$ cat src/rtl/button_input_conditioner.sv
// Push-button conditioner: two-flop synchronizer, debounce FSM, press/release/long-press
// strobes and a wrapping press counter. Every output is registered.
module button_input_conditioner #(
    parameter int DEBOUNCE_CYCLES = 16000,
    parameter int LONG_CYCLES     = 8000000,
    parameter int COUNT_WIDTH     = 16,
    parameter bit ACTIVE_LOW      = 1'b1
) (
    input  logic                   Clock,
    input  logic                   Reset,
    input  logic                   Button,
    input  logic                   Clear,
    output logic                   State,
    output logic                   Pressed,
    output logic                   Released,
    output logic                   LongPress,
    output logic [COUNT_WIDTH-1:0] PressCount
);

    localparam int DW = $clog2(DEBOUNCE_CYCLES);
    localparam int HW = $clog2(LONG_CYCLES);
    localparam logic [DW-1:0] DB_LAST   = DW'(DEBOUNCE_CYCLES - 1);
    localparam logic [HW-1:0] HOLD_LAST = HW'(LONG_CYCLES - 1);
    localparam logic          IDLE_LVL  = ACTIVE_LOW;

    typedef enum logic [1:0] {
        RELEASED,
        PRESS_CHECK,
        PRESSED,
        RELEASE_CHECK
    } fsm_t;

    fsm_t             fsm;
    logic             btn_p0;
    logic             btn_p1;
    logic             s;
    logic [DW-1:0]    db_cnt;
    logic [HW-1:0]    hold_cnt;
    logic             fired;
    logic             long_hit;

    function automatic logic [HW-1:0] hold_sat_inc(input logic [HW-1:0] v);
        return (v == HOLD_LAST) ? v : v + 1'b1;
    endfunction

    // stage p0/p1: metastability synchronizer, idles at the released pin level
    always_ff @(posedge Clock) begin
        if (Reset) begin
            btn_p0 <= IDLE_LVL;
            btn_p1 <= IDLE_LVL;
        end else begin
            btn_p0 <= Button;
            btn_p1 <= btn_p0;
        end
    end

    assign s        = ACTIVE_LOW ? ~btn_p1 : btn_p1;
    assign long_hit = (hold_cnt == HOLD_LAST) && !fired;

    // stage p2: debounce FSM and registered outputs
    always_ff @(posedge Clock) begin
        if (Reset) begin
            fsm        <= RELEASED;
            db_cnt     <= '0;
            hold_cnt   <= '0;
            fired      <= 1'b0;
            State      <= 1'b0;
            Pressed    <= 1'b0;
            Released   <= 1'b0;
            LongPress  <= 1'b0;
            PressCount <= '0;
        end else begin
            Pressed   <= 1'b0;
            Released  <= 1'b0;
            LongPress <= 1'b0;
            if (Clear) begin
                PressCount <= '0;
            end

            case (fsm)
                RELEASED: begin
                    if (s) begin
                        fsm    <= PRESS_CHECK;
                        db_cnt <= '0;
                    end
                end

                PRESS_CHECK: begin
                    if (!s) begin
                        fsm    <= RELEASED;
                        db_cnt <= '0;
                    end else if (db_cnt == DB_LAST) begin
                        fsm        <= PRESSED;
                        db_cnt     <= '0;
                        hold_cnt   <= '0;
                        State      <= 1'b1;
                        Pressed    <= 1'b1;
                        // a coincident Clear still keeps this press
                        PressCount <= Clear ? COUNT_WIDTH'(1) : PressCount + 1'b1;
                    end else begin
                        db_cnt <= db_cnt + 1'b1;
                    end
                end

                PRESSED: begin
                    hold_cnt <= hold_sat_inc(hold_cnt);
                    if (long_hit) begin
                        LongPress <= 1'b1;
                        fired     <= 1'b1;
                    end
                    if (!s) begin
                        fsm    <= RELEASE_CHECK;
                        db_cnt <= '0;
                    end
                end

                RELEASE_CHECK: begin
                    hold_cnt <= hold_sat_inc(hold_cnt);
                    if (!s && db_cnt == DB_LAST) begin
                        fsm      <= RELEASED;
                        db_cnt   <= '0;
                        fired    <= 1'b0;
                        State    <= 1'b0;
                        Released <= 1'b1;
                    end else begin
                        // long press stays live while State is still high
                        if (long_hit) begin
                            LongPress <= 1'b1;
                            fired     <= 1'b1;
                        end
                        if (s) begin
                            fsm    <= PRESSED;
                            db_cnt <= '0;
                        end else begin
                            db_cnt <= db_cnt + 1'b1;
                        end
                    end
                end

                default: begin
                    fsm <= RELEASED;
                end
            endcase
        end
    end

endmodule

$ cat config.mk
export PLATFORM = sky130hd
export DESIGN_NAME = button_input_conditioner
export DESIGN_NICKNAME = d
export VERILOG_FILES = /design/src/rtl/button_input_conditioner.sv
export SDC_FILE = /design/constraint.sdc
export NUM_CORES = 1
export LEC_CHECK = 0
export CAP_MARGIN = 15
export CORE_MARGIN = 2
export CORE_UTILIZATION = 57
export DETAILED_ROUTE_END_ITERATION = 16
export HOLD_SLACK_MARGIN = 0.06
export PLACE_DENSITY = 0.79
export SLEW_MARGIN = 10
export SYNTH_ARGS = -nofsm -noshare
export SYNTH_HDL_FRONTEND = slang
export SYNTH_SLANG_ARGS = --single-unit
$ cat constraint.sdc
create_clock -name Clock -period 3.39 [get_ports Clock]
set_input_delay 0.678 -clock Clock [delete_from_list [all_inputs] [get_ports Clock]]
set_output_delay 0.678 -clock Clock [all_outputs]
set_load 0.005 [all_outputs]
==> results.json <==
{
  "outcome": "finished, final reports clean",
  "num_io_pins": 24,
  "instances_no_fill": 442,
  "tritoncts": "done",
  "first_global_vias": 2203,
  "post-place-ws_ns": 0.693,
  "path_cells": "ha_1 > nand4bb_1 > or4_4 > or3_1 > a211o_1 > or3_1 > a21oi_1",
  "layout_common_cells": "62 x dfxtp_1, 62 x nor2_1, 28 x a21oi_1, 26 x xnor2_1, 25 x nand3_1",
  "viasPerCell": 5.69,
  "final_cell_area_sq_mm": 0.00334,
  "wl_um": 5960,
  "synth.distinct_cells": 38,
  "nets": 379,
  "setup.worst_path.start_class": "register",
  "power_mw": 1.40,
  "vias": 2515,
  "ys_seq_elements": 62,
  "peakVddDrop_uv": 266,
  "grt_usage_pct": 22.6,
  "root_buffer": "clkbuf_8",
  "grt_start_max_net_pins": 27,
  "drtIter0Drc": 150,
  "numCtsBuffers": 9,
  "die_width_um": 75.1,
  "placed_area_sq_mm": 0.00315,
  "yosysWarningCount": 0,
  "finalSetupViolCount": 0,
  "p_per_area_mw_per_mm2": 420,
  "cts_setup_buffers": 0,
  "final.setup.worst_slack_ns": 0.669,
  "rsz0062_at_grt": "false",
  "coreArea_sq_mm": 0.00479,
  "die_y_um": 75.1,
  "netlist_instances": 354,
  "post_cts_resized": 0,
  "skew_ns": 0.00714,
  "whs_ns": 0.412,
  "post-route-period-util_pct": 80.3,
  "grt_pass1_wl_um": 9830,
  "drc_errors": 0,
  "hold_depth": 1,
  "ant_nets": 0,
  "period_needed_ns": 2.72,
  "synth-seq-area-share_pct": 43.0,
  "synthFlopType": "dfxtp_1",
  "critPathCaptureType": "register",
  "place_congestion": 0.838,
  "syn_to_final_growth_pct": 15.7,
  "layout-drive-gt1-share_pct": 6.40,
  "final_core_util_pct": 69.7,
  "dr.pass1.iters": 4,
  "syn_nets": 361,
  "numPortBuffers": 23,
  "cts.reportedPaths.clkPinSlew_ns": 0.06,
  "diodes": 0,
  "grt.overflow.total": 0,
  "syn-cell-area_sq_mm": 0.00288,
  "h-tree-depth": 3,
  "p_leak_nw": 1.08,
  "dp.cells": 428,
  "rows": 25,
  "finalHoldViolCount": 0,
  "r2r_cells": 7,
  "tns_ns": 0,
  "syn_area_per_cell_sq_um": 8.15,
  "worstPathArrival_ns": 2.97,
  "antenna_found_initial": 0,
  "dpl.hpwl_um": 3950,
  "initial_core_util_pct": 60.3,
  "slowest_delay_ns": 0.56,
  "slew_headroom_pct": 45.0,
  "setup.worst_path.class": "register to register",
  "required_ns": 3.64,
  "cts_buffer_depth": 2,
  "synth-edff-count": 0,
  "wl_per_cell_um": 13.5,
  "ctsHoldBuffers": 0,
  "max-cap-violations": 0,
  "dieArea_sq_mm": 0.00564,
  "tightest_slew_ns": 0.818,
  "cp_slowest_cell": "or4_4",
  "path_common_cell": "or3_1",
  "async_flop_share_pct": 0,
  "fmax_mhz": 367,
  "cts.sinks": 62,
  "clk_latency_ns": 0.33,
  "cp_max_fo": 10,
  "maxSlewViolCount": 0,
  "hold_class": "register to register"
}
-- sequential cells by signal (all words and copies together), names as in the netlist --
signal      count
Released        1
fsm             2
Pressed         1
LongPress       1
fired           1
btn_p0          1
btn_p1          1
hold_cnt       23
State           1
PressCount     16
db_cnt         14
-- worst max-delay path: cells and delay by family (launching register included) --
kind	cells	cell delay [ns]
adder cells (fa/ha/maj)	1	0.21
AND/OR/NAND/NOR	4	1.53
flip-flops	1	0.39
AO/OA/AOI/OAI	2	0.49
-- logic make-up (layout without fill, tap and decap cells) --
group | after synthesis | in the layout | share of synthesized area (%)
and+or+nand+nor | 178 | 178 | 30.8
AOI/OAI and AO/OA | 55 | 55 | 11.2
buffers and inverters | 20 | 41 | 2.65
adders and majority gates | 3 | 3 | 1.30
xor gates and xnor gates | 36 | 36 | 10.9
DFF | 62 | 62 | 43.0
-- area by class of cell --
cell class | count | area (sq um)
Fill cell | 396 | 1450
Tap cell | 67 | 83.8
Clock buffer | 13 | 159
Clock inverter | 1 | 30.0
Multi-Input combinational cell | 272 | 1570
Sequential cell | 62 | 1240
Inverter | 1 | 3.75
Timing Repair Buffer | 26 | 253
-- final timing paths --
path | startpoint | slack, ns | endpoint
worst max-delay path | db_cnt[0]$_SDFFE_PP0P_ | 0.67 | hold_cnt[22]$_SDFFE_PP0P_
worst min-delay path | btn_p0$_SDFF_PP1_ | 0.41 | btn_p1$_SDFF_PP1_
worst max register to register | db_cnt[0]$_SDFFE_PP0P_ | 0.67 | hold_cnt[22]$_SDFFE_PP0P_
worst min register to register | btn_p0$_SDFF_PP1_ | 0.41 | btn_p1$_SDFF_PP1_
-- metal layers --
layer  track usage (%)  part of all wire [%]
met1              28.9                    49
met2              35.8                    46
met3              4.69                   3.8
met4              12.3                   1.3
met5                 0                     0
-- synth_stat cells (all sizes together), types with 2 or more instances --
library cell,count,area (sq um)
nand4,14,93.8
a21oi,28,140
nor4,6,37.5
and2,3,18.8
nand2,24,90.1
a31oi,4,25.0
nand2b,3,18.8
or3,5,31.3
clkbuf,18,67.6
dfxtp,62,1240
a211oi,2,15.0
or2,6,37.5
nand3,25,125
a22oi,3,22.5
and3,12,75.1
o21ai,9,45.0
ha,3,37.5
nor3b,3,22.5
and4,2,17.5
xnor2,26,228
nor3,8,40.0
nor2,62,233
a311oi,3,26.3
xor2,10,87.6
-- report_power, final --
part / internal, mW / switching (mW) / leakage (nW)
registers: 0.731 / 0.00269 / 0.500
logic: 0.0114 / 0.0190 / 0.485
clock network: 0.372 / 0.264 / 0.0956
No activity file was read; power rests on OpenSTA's default activity.
